## src/rtl/uart_pkg.sv

```systemverilog
// Shared UART definitions: FSM state encoding, data width and the default
// bit period, used by uart_tx and a future uart_rx.
package uart_pkg;

   localparam int DATA_W               = 8;
   localparam int DEFAULT_CLKS_PER_BIT = 434;   // 50 MHz / 115200 baud

   typedef enum logic [2:0] {
      IDLE,
      START,
      DATA,
      PARITY,
      STOP
   } uart_state_e;

   // Even parity: the parity bit makes the total count of ones even.
   function automatic logic even_parity(input logic [DATA_W-1:0] d);
      return ^d;
   endfunction

endpackage

```

## src/rtl/uart_tx_if.sv

```systemverilog
// Transmit-side handshake between the TX FIFO controller (master) and the
// serial transmitter (slave): write strobe, byte, idle flag and line output.
interface uart_tx_if;
   import uart_pkg::*;

   logic              WR;
   logic [DATA_W-1:0] data;
   logic              TI;
   logic              txd;

   modport master (output WR, data, input TI, txd);
   modport slave  (input WR, data, output TI, txd);

endinterface

```

## src/rtl/uart_baud_gen.sv

```systemverilog
// Bit-period timer: counts 0..CLKS_PER_BIT-1 and flags the terminal count.
// A synchronous clr restarts the period so every state begins with a full bit.
module uart_baud_gen
   import uart_pkg::*;
#(
   parameter int CLKS_PER_BIT = DEFAULT_CLKS_PER_BIT
) (
   input  logic clock,
   input  logic rst_n,
   input  logic clr,
   output logic tick
);

   localparam int                CNT_W = $clog2(CLKS_PER_BIT);
   localparam logic [CNT_W-1:0] LAST  = CNT_W'(CLKS_PER_BIT - 1);

   logic [CNT_W-1:0] cnt;

   // tick is decoded from the counter alone, never from clr, so the FSM may
   // derive clr from its next state without forming a combinational loop.
   assign tick = (cnt == LAST);

   // Period counter: restart on clear or at terminal count, else advance.
   always_ff @(posedge clock or negedge rst_n) begin
      if (!rst_n) begin
         cnt <= '0;
      end else if (clr || tick) begin
         // NOTE: state uses non-blocking assignments so every register samples
         // pre-edge values; blocking here would create ordering-dependent races.
         cnt <= '0;
      end else begin
         cnt <= cnt + 1'b1;
      end
   end

endmodule

```

## src/rtl/uart_tx.sv

```systemverilog
// UART transmitter: on a WR strobe in IDLE, sends start bit, 8 data bits
// LSB first, optional even parity bit and STOP_BITS stop bits on txd.
// TI is high only while idle. txd and TI are registered outputs.
// Optional feature: define UART_TX_PARITY_EN to insert the even parity bit.
module uart_tx
   import uart_pkg::*;
#(
   parameter int CLKS_PER_BIT = DEFAULT_CLKS_PER_BIT,
   parameter int STOP_BITS    = 1
) (
   input logic     clock,
   input logic     rst_n,
   uart_tx_if.slave bus
);

   localparam logic [2:0] LAST_DATA_BIT = 3'(DATA_W - 1);
   localparam logic [2:0] LAST_STOP_BIT = 3'(STOP_BITS - 1);

   uart_state_e       state, state_next;
   logic [DATA_W-1:0] shift_q, shift_d;
   logic [2:0]        bit_cnt_q, bit_cnt_d;
   logic              txd_q, txd_d;
   logic              ti_q, ti_d;
   logic              tick;
   logic              baud_clr;
`ifdef UART_TX_PARITY_EN
   logic              parity_q, parity_d;
`endif

   // Restart the bit period on every state entry; hold it cleared while idle.
   assign baud_clr = (state_next != state) || (state == IDLE);

   uart_baud_gen #(
      .CLKS_PER_BIT (CLKS_PER_BIT)
   ) u_baud (
      .clock (clock),
      .rst_n (rst_n),
      .clr   (baud_clr),
      .tick  (tick)
   );

   // Next state, shift register, bit counter and next values of the outputs.
   always_comb begin
      // NOTE: every signal gets a default before the case so no path leaves it
      // unassigned; a missing default here would infer a latch.
      state_next = state;
      shift_d    = shift_q;
      bit_cnt_d  = bit_cnt_q;
`ifdef UART_TX_PARITY_EN
      parity_d   = parity_q;
`endif

      case (state)
         IDLE: begin
            if (bus.WR) begin
               shift_d    = bus.data;
`ifdef UART_TX_PARITY_EN
               parity_d   = even_parity(bus.data);
`endif
               state_next = START;
            end
         end
         START: begin
            if (tick) state_next = DATA;
         end
         DATA: begin
            if (tick) begin
               if (bit_cnt_q == LAST_DATA_BIT) begin
`ifdef UART_TX_PARITY_EN
                  state_next = PARITY;
`else
                  state_next = STOP;
`endif
               end else begin
                  shift_d   = shift_q >> 1;
                  bit_cnt_d = bit_cnt_q + 3'd1;
               end
            end
         end
`ifdef UART_TX_PARITY_EN
         PARITY: begin
            if (tick) state_next = STOP;
         end
`endif
         STOP: begin
            // The bit counter is reused to count stop bits.
            if (tick) begin
               if (bit_cnt_q == LAST_STOP_BIT) begin
                  state_next = IDLE;
               end else begin
                  bit_cnt_d = bit_cnt_q + 3'd1;
               end
            end
         end
         default: state_next = IDLE;
      endcase

      if (state_next != state) bit_cnt_d = '0;

      // Outputs follow the state being entered so they change on the same
      // edge as the state itself.
      ti_d = (state_next == IDLE);
      case (state_next)
         START:   txd_d = 1'b0;
         DATA:    txd_d = shift_d[0];
`ifdef UART_TX_PARITY_EN
         PARITY:  txd_d = parity_q;
`endif
         default: txd_d = 1'b1;
      endcase
   end

   // State and datapath registers; reset forces the line idle immediately.
   always_ff @(posedge clock or negedge rst_n) begin
      if (!rst_n) begin
         state     <= IDLE;
         shift_q   <= '0;
         bit_cnt_q <= '0;
         txd_q     <= 1'b1;
         ti_q      <= 1'b1;
`ifdef UART_TX_PARITY_EN
         parity_q  <= 1'b0;
`endif
      end else begin
         state     <= state_next;
         shift_q   <= shift_d;
         bit_cnt_q <= bit_cnt_d;
         txd_q     <= txd_d;
         ti_q      <= ti_d;
`ifdef UART_TX_PARITY_EN
         parity_q  <= parity_d;
`endif
      end
   end

   assign bus.txd = txd_q;
   assign bus.TI  = ti_q;

endmodule

```

## src/flat_wrapper.sv

```systemverilog
// flat-port wrapper written by rule: the top's interface ports become plain ports
module uart_tx_flat import uart_pkg::*;
#(
   parameter int CLKS_PER_BIT = DEFAULT_CLKS_PER_BIT,
   parameter int STOP_BITS    = 1
)
  (clock, rst_n, bus_WR, bus_data, bus_TI, bus_txd);
  uart_tx_if bus_i ();
  input logic clock;
  input logic rst_n;
  input wire logic [$bits(bus_i.WR)-1:0] bus_WR;
  input wire logic [$bits(bus_i.data)-1:0] bus_data;
  output wire logic [$bits(bus_i.TI)-1:0] bus_TI;
  output wire logic [$bits(bus_i.txd)-1:0] bus_txd;
  assign bus_i.WR = bus_WR;
  assign bus_i.data = bus_data;
  assign bus_TI = bus_i.TI;
  assign bus_txd = bus_i.txd;
  uart_tx #(.CLKS_PER_BIT(CLKS_PER_BIT), .STOP_BITS(STOP_BITS)) u_core (.clock(clock), .rst_n(rst_n), .bus(bus_i));
endmodule
```

## config.mk

```make
export PLATFORM = sky130hd
export DESIGN_NAME = uart_tx_flat
export DESIGN_NICKNAME = d
export VERILOG_FILES = /design/src/rtl/uart_pkg.sv /design/src/rtl/uart_tx_if.sv /design/src/rtl/uart_baud_gen.sv /design/src/rtl/uart_tx.sv /design/src/flat_wrapper.sv
export SDC_FILE = /design/constraint.sdc
export NUM_CORES = 1
export LEC_CHECK = 0
export CAP_MARGIN = 5
export CORE_MARGIN = 3
export CORE_UTILIZATION = 55
export CTS_CLUSTER_SIZE = 30
export DETAILED_ROUTE_END_ITERATION = 6
export PLACE_DENSITY = 0.82
export RECOVER_POWER = 25
export SLEW_MARGIN = 20
export SYNTH_ARGS = -nofsm -noshare
export SYNTH_HDL_FRONTEND = slang
export SYNTH_SLANG_ARGS = --single-unit
```

## constraint.sdc

```tcl
create_clock -name clock -period 2.5 [get_ports clock]
set_input_delay 0.75 -clock clock [delete_from_list [all_inputs] [get_ports clock]]
set_output_delay 0.75 -clock clock [all_outputs]
set_load 0.01 [all_outputs]
```

==> summary.md, run 1 <==
| Metric | Value |
|---|---|
| Synthesis Warnings | 0 |
| Share of post-route cells with drive strength above 1 | 0.0993 |
| Most used DFF post-synth | dfrtp_1 |
| CTS H-Tree Depth | 1 |
| Total negative slack | 0 ns |
| Clk slew on worst S/H paths | about 0.15 ns |
| Port Buffer Count | 12 |
| Hold Slack | around 0.50 ns |
| First-pass iteration count of the detailed router | 4 |
| Pwr dens | around 630 nW/um^2 |
| Final Util | 0.683 |
| F_max | 437 MHz |
| I/O pin cnt | 13 |
| Drt wl/cell | roughly 14 um |
| Number of global-route vias before repair | approximately 1.0k |
| Critical path peak fanout | 4 |
| RSZ-0062 raised after global routing | false |
| Post-layout min period | around 2.3 ns |
| Final hold violations | 0 |
| Worst-margin pin slew | around 1.3 ns |
| Critical path endpoint category | flip-flop |
| Library cells used by synthesis | 41 |
| Max cap viols | 0 |
| DP HPWL | around 1.9 mm |
| Max Buffers Root-to-Sink | 2 |
| TritonCTS clock tree | yes |
| VDD IR-drop max | approximately 0.59 mV |
| CTS Root Cell | clkbuf_4 |
| Register area share after synthesis | 0.467 |
| Worst-Skew Late Latency | about 0.33 ns |
| Crit share post-route | 0.916 |
| Post-CTS sizing | 0 |
| Setup bufs post-CTS | 0 |
| Fillers | around 190 |
| Crit-path slowest cell | or4b_2 |
| Critical path's most frequent cell | ha_1 |
| Gpl congestion | between 0.8 and 0.9 |
| Initial antenna violation count | 0 |
| Die Wd | roughly 55 um |
| Worst path required time | between 2 and 3 ns |
| Register area | 628 sq um |
| Most frequent cells in the layout | dfrtp_1, nor2_1, clkdlybuf4s50_1 |
| Die ar. | 3070 sq um |
| Antenna-violating nets left | 0 |
| Critical path launch point type | flip-flop |
| Total track usage | 0.185 |
| Syn Area/Cell | roughly 10 sq um |
| Slew Viols, Final | 0 |
| First-pass GRT wire length | ~4.6 mm |
| Largest net degree at the start of global routing | 26 |
| Initial core utilization | 0.596 |
| Crit-path cells | ha_1 -> ha_1 -> or4b_2 -> nor3_2 -> nor2_1 -> or2_2 |
| Critical path class | flip-flop to flip-flop |
| Asr flop ratio synth | 1.00 |
| Sink Count | 25 |
| Syn_nets | about 150 |
| # diodes | 0 |
| Synthesis-to-layout area growth | 14.6% |
| DRT iter0 DRCs | 17 |
| Post-CTS Hold Buffers | 0 |
| Max-slew headroom | 0.122 |
| WL final | 2.53 mm |
| CTS Buf Count | 3 |
| Skew final | about 0.008 ns |
| HP Class | flip-flop to flip-flop |
| Delay of the slowest cell on the worst path | 0.68 ns |
| Via count | between 1k and 1.5k |
| Setup violators final | 0 |
| Seq cells post-synth | 25 |
| Row Count | 17 |
| DRC | 0 |
| Syn Std Cell Area | around 1300 sq um |
| Most common cell after layout, fill and taps aside | dfrtp_1 |
| Synth Instances | between 100 and 150 |
| Area of the multi-input gates | around 650 sq um |
| Post-layout nets | between 150 and 200 |
| Status | completed |
| Via density | between 5 and 6 |
| Die height | about 55 um |
| EDFF count, synth | 0 |
| Lkg Pwr | just under 0.7 nW |
| Core area | 2250 sq um |
| Worst EP arrival | roughly 2.5 ns |
| Grt total ovfl | 0 |
-- final cells by class --
type / instances / area share
tap: 28 / 0.0227
sequential: 25 / 0.408
clock buffer: 3 / 0.0146
inverter: 8 / 0.0195
multi-input combinational: 96 / 0.425
timing repair buffer: 18 / 0.105
clock inverter: 1 / 0.00569
-- report_power, final --
group          internal [mW]  total (mW)  switching (mW)  leakage [nW]
Clock                 0.0653       0.196           0.130        0.0183
Sequential             0.486       0.553          0.0672         0.319
Combinational          0.114       0.220           0.106         0.336
-- Yosys cell counts (all sizes together) (2+ instances only) --
cell / n / share of area
xor2: 2 / 0.013
nor4b: 3 / 0.020
o31a: 4 / 0.026
nor3b: 3 / 0.017
nor3: 6 / 0.026
nand4: 2 / 0.0093
a21o: 5 / 0.028
nand3: 3 / 0.011
buf: 3 / 0.015
ha: 5 / 0.047
a22o: 5 / 0.033
nor2: 17 / 0.047
o21ai: 5 / 0.019
o21a: 2 / 0.011
xnor2: 6 / 0.039
a21oi: 4 / 0.015
nand2: 5 / 0.014
dfrtp: 23 / 0.43
clkbuf: 3 / 0.0084
dfstp: 2 / 0.039
or2: 2 / 0.0093
inv: 8 / 0.022
or4b: 3 / 0.022
o31ai: 3 / 0.017
-- routing by layer --
layer  global-route usage  share of wire  wire (um)  vias up
met2                0.313           0.50       1270       24
met3               0.0514          0.044        112        4
met5                    0              0          0        -
met1                0.235           0.44       1120      508
li1                     -              -          -      516
met4               0.0417         0.0095         24        0
-- per-stage QoR --
stage               power, mW  setup slack [ns]  cells  instance area, sq um
finish                  0.968             0.209    179                  1540
CTS                     0.981             0.204    179                  1540
floorplan               0.701             0.211    135                  1340
global placement        0.767            0.0671    175                  1510
detailed placement      0.782            0.0467    175                  1510
global route             1.04             0.115    179                  1540
-- worst max-delay path: cells and delay by family (launching register included) --
family / cells / cell delay (ns)
fa+ha+maj: 2 / 0.43
flops: 1 / 0.43
simple gates: 4 / 1.33
-- kinds of logic after synthesis --
kind of cell,synth area share
adder cells (fa/ha/maj),0.0466
buffers and inverters,0.0456
flip-flops,0.467
XOR/XNOR,0.0521
AO/OA/AOI/OAI,0.182
AND/OR/NAND/NOR,0.207
-- worst paths after layout --
kind	start	endpoint	slack, ns	cells past startpoint
max	u_core.bit_cnt_q[0]	u_core.shift_q[0]	0.21	6
min reg2reg	u_core.shift_q[2]	u_core.shift_q[2]	0.50	1
min in group asynchronous	rst_n	u_core.bit_cnt_q[0]	1.21	2
max reg2reg	u_core.bit_cnt_q[0]	u_core.shift_q[0]	0.21	6
min	u_core.shift_q[2]	u_core.shift_q[2]	0.50	1
max in group asynchronous	rst_n	u_core.state[1]	0.52	2
-- state kept, by name, summed over array words and instances, names as in the netlist --
signal / cells
u_core.shift_q: 8
u_core.bus.txd: 1
u_core.u_baud.cnt: 9
u_core.bus.TI: 1
u_core.bit_cnt_q: 3
u_core.state: 3
Power figures use the tool's default switching activity.
==> run 2, diff against run 1 <==
--- a/config.mk
+++ b/config.mk
@@ -12,6 +12,7 @@
 export DETAILED_ROUTE_END_ITERATION = 6
 export PLACE_DENSITY = 0.82
 export RECOVER_POWER = 25
+export REMOVE_ABC_BUFFERS = 1
 export SLEW_MARGIN = 20
 export SYNTH_ARGS = -nofsm -noshare
 export SYNTH_HDL_FRONTEND = slang
==> summary.md, run 2 (synthesized netlist as in run 1, its figures left out) <==
| Metric | Value |
|---|---|
| Total chip power | 956 uW (was 968 uW) |
| Most frequent cells in the layout | dfrtp_1, nor2_1, clkdlybuf4s50_1 (unchanged) |
| Worst-Skew Late Latency | 0.32 ns (was 0.33 ns) |
| Share of post-route cells with drive strength above 1 | 0.0927 (was 0.0993) |
| Top flop regs | u_core.u_baud.cnt (9), u_core.shift_q (8) (unchanged) |
| Buffer and inverter count on the worst path | 0 (unchanged) |
| DRT iter0 DRCs | 19 (was 17) |
| HP Class | flip-flop to flip-flop (unchanged) |
| Setup violators final | 0 (unchanged) |
| Row Count | 17 (unchanged) |
| Largest net degree at the start of global routing | 26 (unchanged) |
| M1 WL | 1.15 mm (was 1.12 mm) |
| Synthesis-to-layout area growth | 14.2% (was 14.6%) |
| Sink Count | 25 (unchanged) |
| Pwr dens | 623 nW/um^2 (was 629 nW/um^2) |
| Top Metal Used | met4 (unchanged) |
| Worst path required time | 2.72 ns (was 2.73 ns) |
| CTS Buf Count | 3 (unchanged) |
| Critical path's most frequent cell | ha_1 (unchanged) |
| Critical path peak fanout | 4 (unchanged) |
| Status | completed (unchanged) |
| Setup bufs post-CTS | 0 (unchanged) |
| Core area | 2250 sq um (unchanged) |
| Die height | 55.4 um (unchanged) |
| # diodes | 0 (unchanged) |
| Delay of the slowest cell on the worst path | 0.67 ns (was 0.68 ns) |
| Hold Slack | 0.495 ns (was 0.497 ns) |
| Post-layout min period | 2.24 ns (was 2.29 ns) |
| Post-CTS Hold Buffers | 0 (unchanged) |
| Lkg Pwr | 0.671 nW (was 0.674 nW) |
| Die ar. | 3070 sq um (unchanged) |
| Initial core utilization | 0.596 (unchanged) |
| WL final | 2.52 mm (was 2.53 mm) |
| Max Buffers Root-to-Sink | 2 (unchanged) |
| Worst R2R Setup Slack | 0.26 ns (was 0.21 ns) |
| Post-CTS sizing | 0 (unchanged) |
| F_max | 446 MHz (was 437 MHz) |
| Antenna-violating nets left | 0 (unchanged) |
| Initial antenna violation count | 0 (unchanged) |
| Worst slack at placement | 0.0462 ns (was 0.0467 ns) |
| Most common cell after layout, fill and taps aside | dfrtp_1 (unchanged) |
| Register area | 628 sq um (unchanged) |
| DP HPWL | 1.85 mm (was 1.86 mm) |
| Clk slew on worst S/H paths | 0.13 ns (was 0.15 ns) |
| I/O pin cnt | 13 (unchanged) |
| Critical path endpoint category | flip-flop (unchanged) |
| Worst-margin pin slew | 1.33 ns (was 1.32 ns) |
| First-pass iteration count of the detailed router | 5 (was 4) |
| Final setup margin | 0.258 ns (was 0.209 ns) |
| Total track usage | 0.183 (was 0.185) |
| Gpl congestion | 0.796 (was 0.811) |
| First-pass GRT wire length | 4.60 mm (was 4.62 mm) |
| Crit-path slowest cell | or4b_2 (unchanged) |
| RSZ-0062 raised after global routing | false (unchanged) |
| Critical path launch point type | flip-flop (unchanged) |
| Critical path class | flip-flop to flip-flop (unchanged) |
| Grt total ovfl | 0 (unchanged) |
| DRC | 0 (unchanged) |
| Post-layout nets | 168 (unchanged) |
| Area of the multi-input gates | 654 sq um (unchanged) |
| Routed length on met3 | 62 um (was 112 um) |
| Crit-path cells | ha_1 -> ha_1 -> or4b_2 -> nor3_2 -> nor2_1 -> or2_2 (unchanged) |
| CTS H-Tree Depth | 1 (unchanged) |
| Max-slew headroom | 0.114 (was 0.122) |
| Max cap viols | 0 (unchanged) |
| Drt wl/cell | 14.1 um (about the same) |
| Port Buffer Count | 12 (unchanged) |
| Total negative slack | 0 ns (unchanged) |
| Worst EP arrival | 2.46 ns (was 2.52 ns) |
| Reg with most FFs | u_core.u_baud.cnt (unchanged) |
| Crit share post-route | 0.897 (was 0.916) |
| Crit-path leading delay family | simple AND/OR/NAND/NOR gates (unchanged) |
| Final hold violations | 0 (unchanged) |
| VDD IR-drop max | 0.563 mV (was 0.593 mV) |
| Number of flip-flops in the largest register | 9 (unchanged) |
| Slew Viols, Final | 0 (unchanged) |
| Via density | 5.83 (was 5.88) |
| Skew final | 0.00597 ns (was 0.00798 ns) |
| Fillers | 184 (was 185) |
| TritonCTS clock tree | yes (unchanged) |
| Via count | 1043 (was 1052) |
| Number of global-route vias before repair | 1047 (was 1035) |
| CTS Root Cell | clkbuf_4 (unchanged) |
| Routed wl met2 | 1.28 mm (was 1.27 mm) |
| Die Wd | 55.4 um (unchanged) |
==> run 2: cell types whose count changed in the layout (fill, tap and decap cells not counted), sizes merged <==
cell,before,now
inv,9,8
clkbuf,4,5
==> run 2: metrics by stage <==
step / util / instance area [sq um] / instances
6_report: 0.681 / 1540 / 179
5_1_grt: 0.681 / 1540 / 179
4_1_cts: 0.683 / 1540 / 179
3_5_place_dp: 0.671 / 1510 / 175
3_3_place_gp: 0.671 / 1510 / 175
2_1_floorplan: - / 1310 / 129
==> run 2: worst paths after layout <==
kind | start | to | cells after the start
setup / recovery | u_core.bit_cnt_q[0] | u_core.shift_q[0] | 6
hold / removal | u_core.shift_q[5] | u_core.shift_q[5] | 1
setup reg to reg | u_core.bit_cnt_q[0] | u_core.shift_q[0] | 6
hold reg to reg | u_core.shift_q[5] | u_core.shift_q[5] | 1
max in group asynchronous | rst_n | u_core.u_baud.cnt[8] | 2
min in group asynchronous | rst_n | u_core.state[2] | 2
==> run 2: area by class of cell <==
cell class | count | area share
Multi-Input combinational cell | 96 | 0.426
Sequential cell | 25 | 0.409
Timing Repair Buffer | 18 | 0.105
Tap cell | 28 | 0.0228
Inverter | 8 | 0.0196
Clock buffer | 4 | 0.0171
==> run 2: routing by layer <==
layer	global-route usage	vias to the layer above
met2	0.318	13
met5	0	-
met3	0.0444	5
li1	-	518
met4	0.0590	0
met1	0.221	507
==> run 2: where the power goes <==
part	total [mW]	switching [mW]	internal, mW
clock	0.181	0.119	0.0625
combinational	0.221	0.105	0.116
sequential	0.554	0.0681	0.486
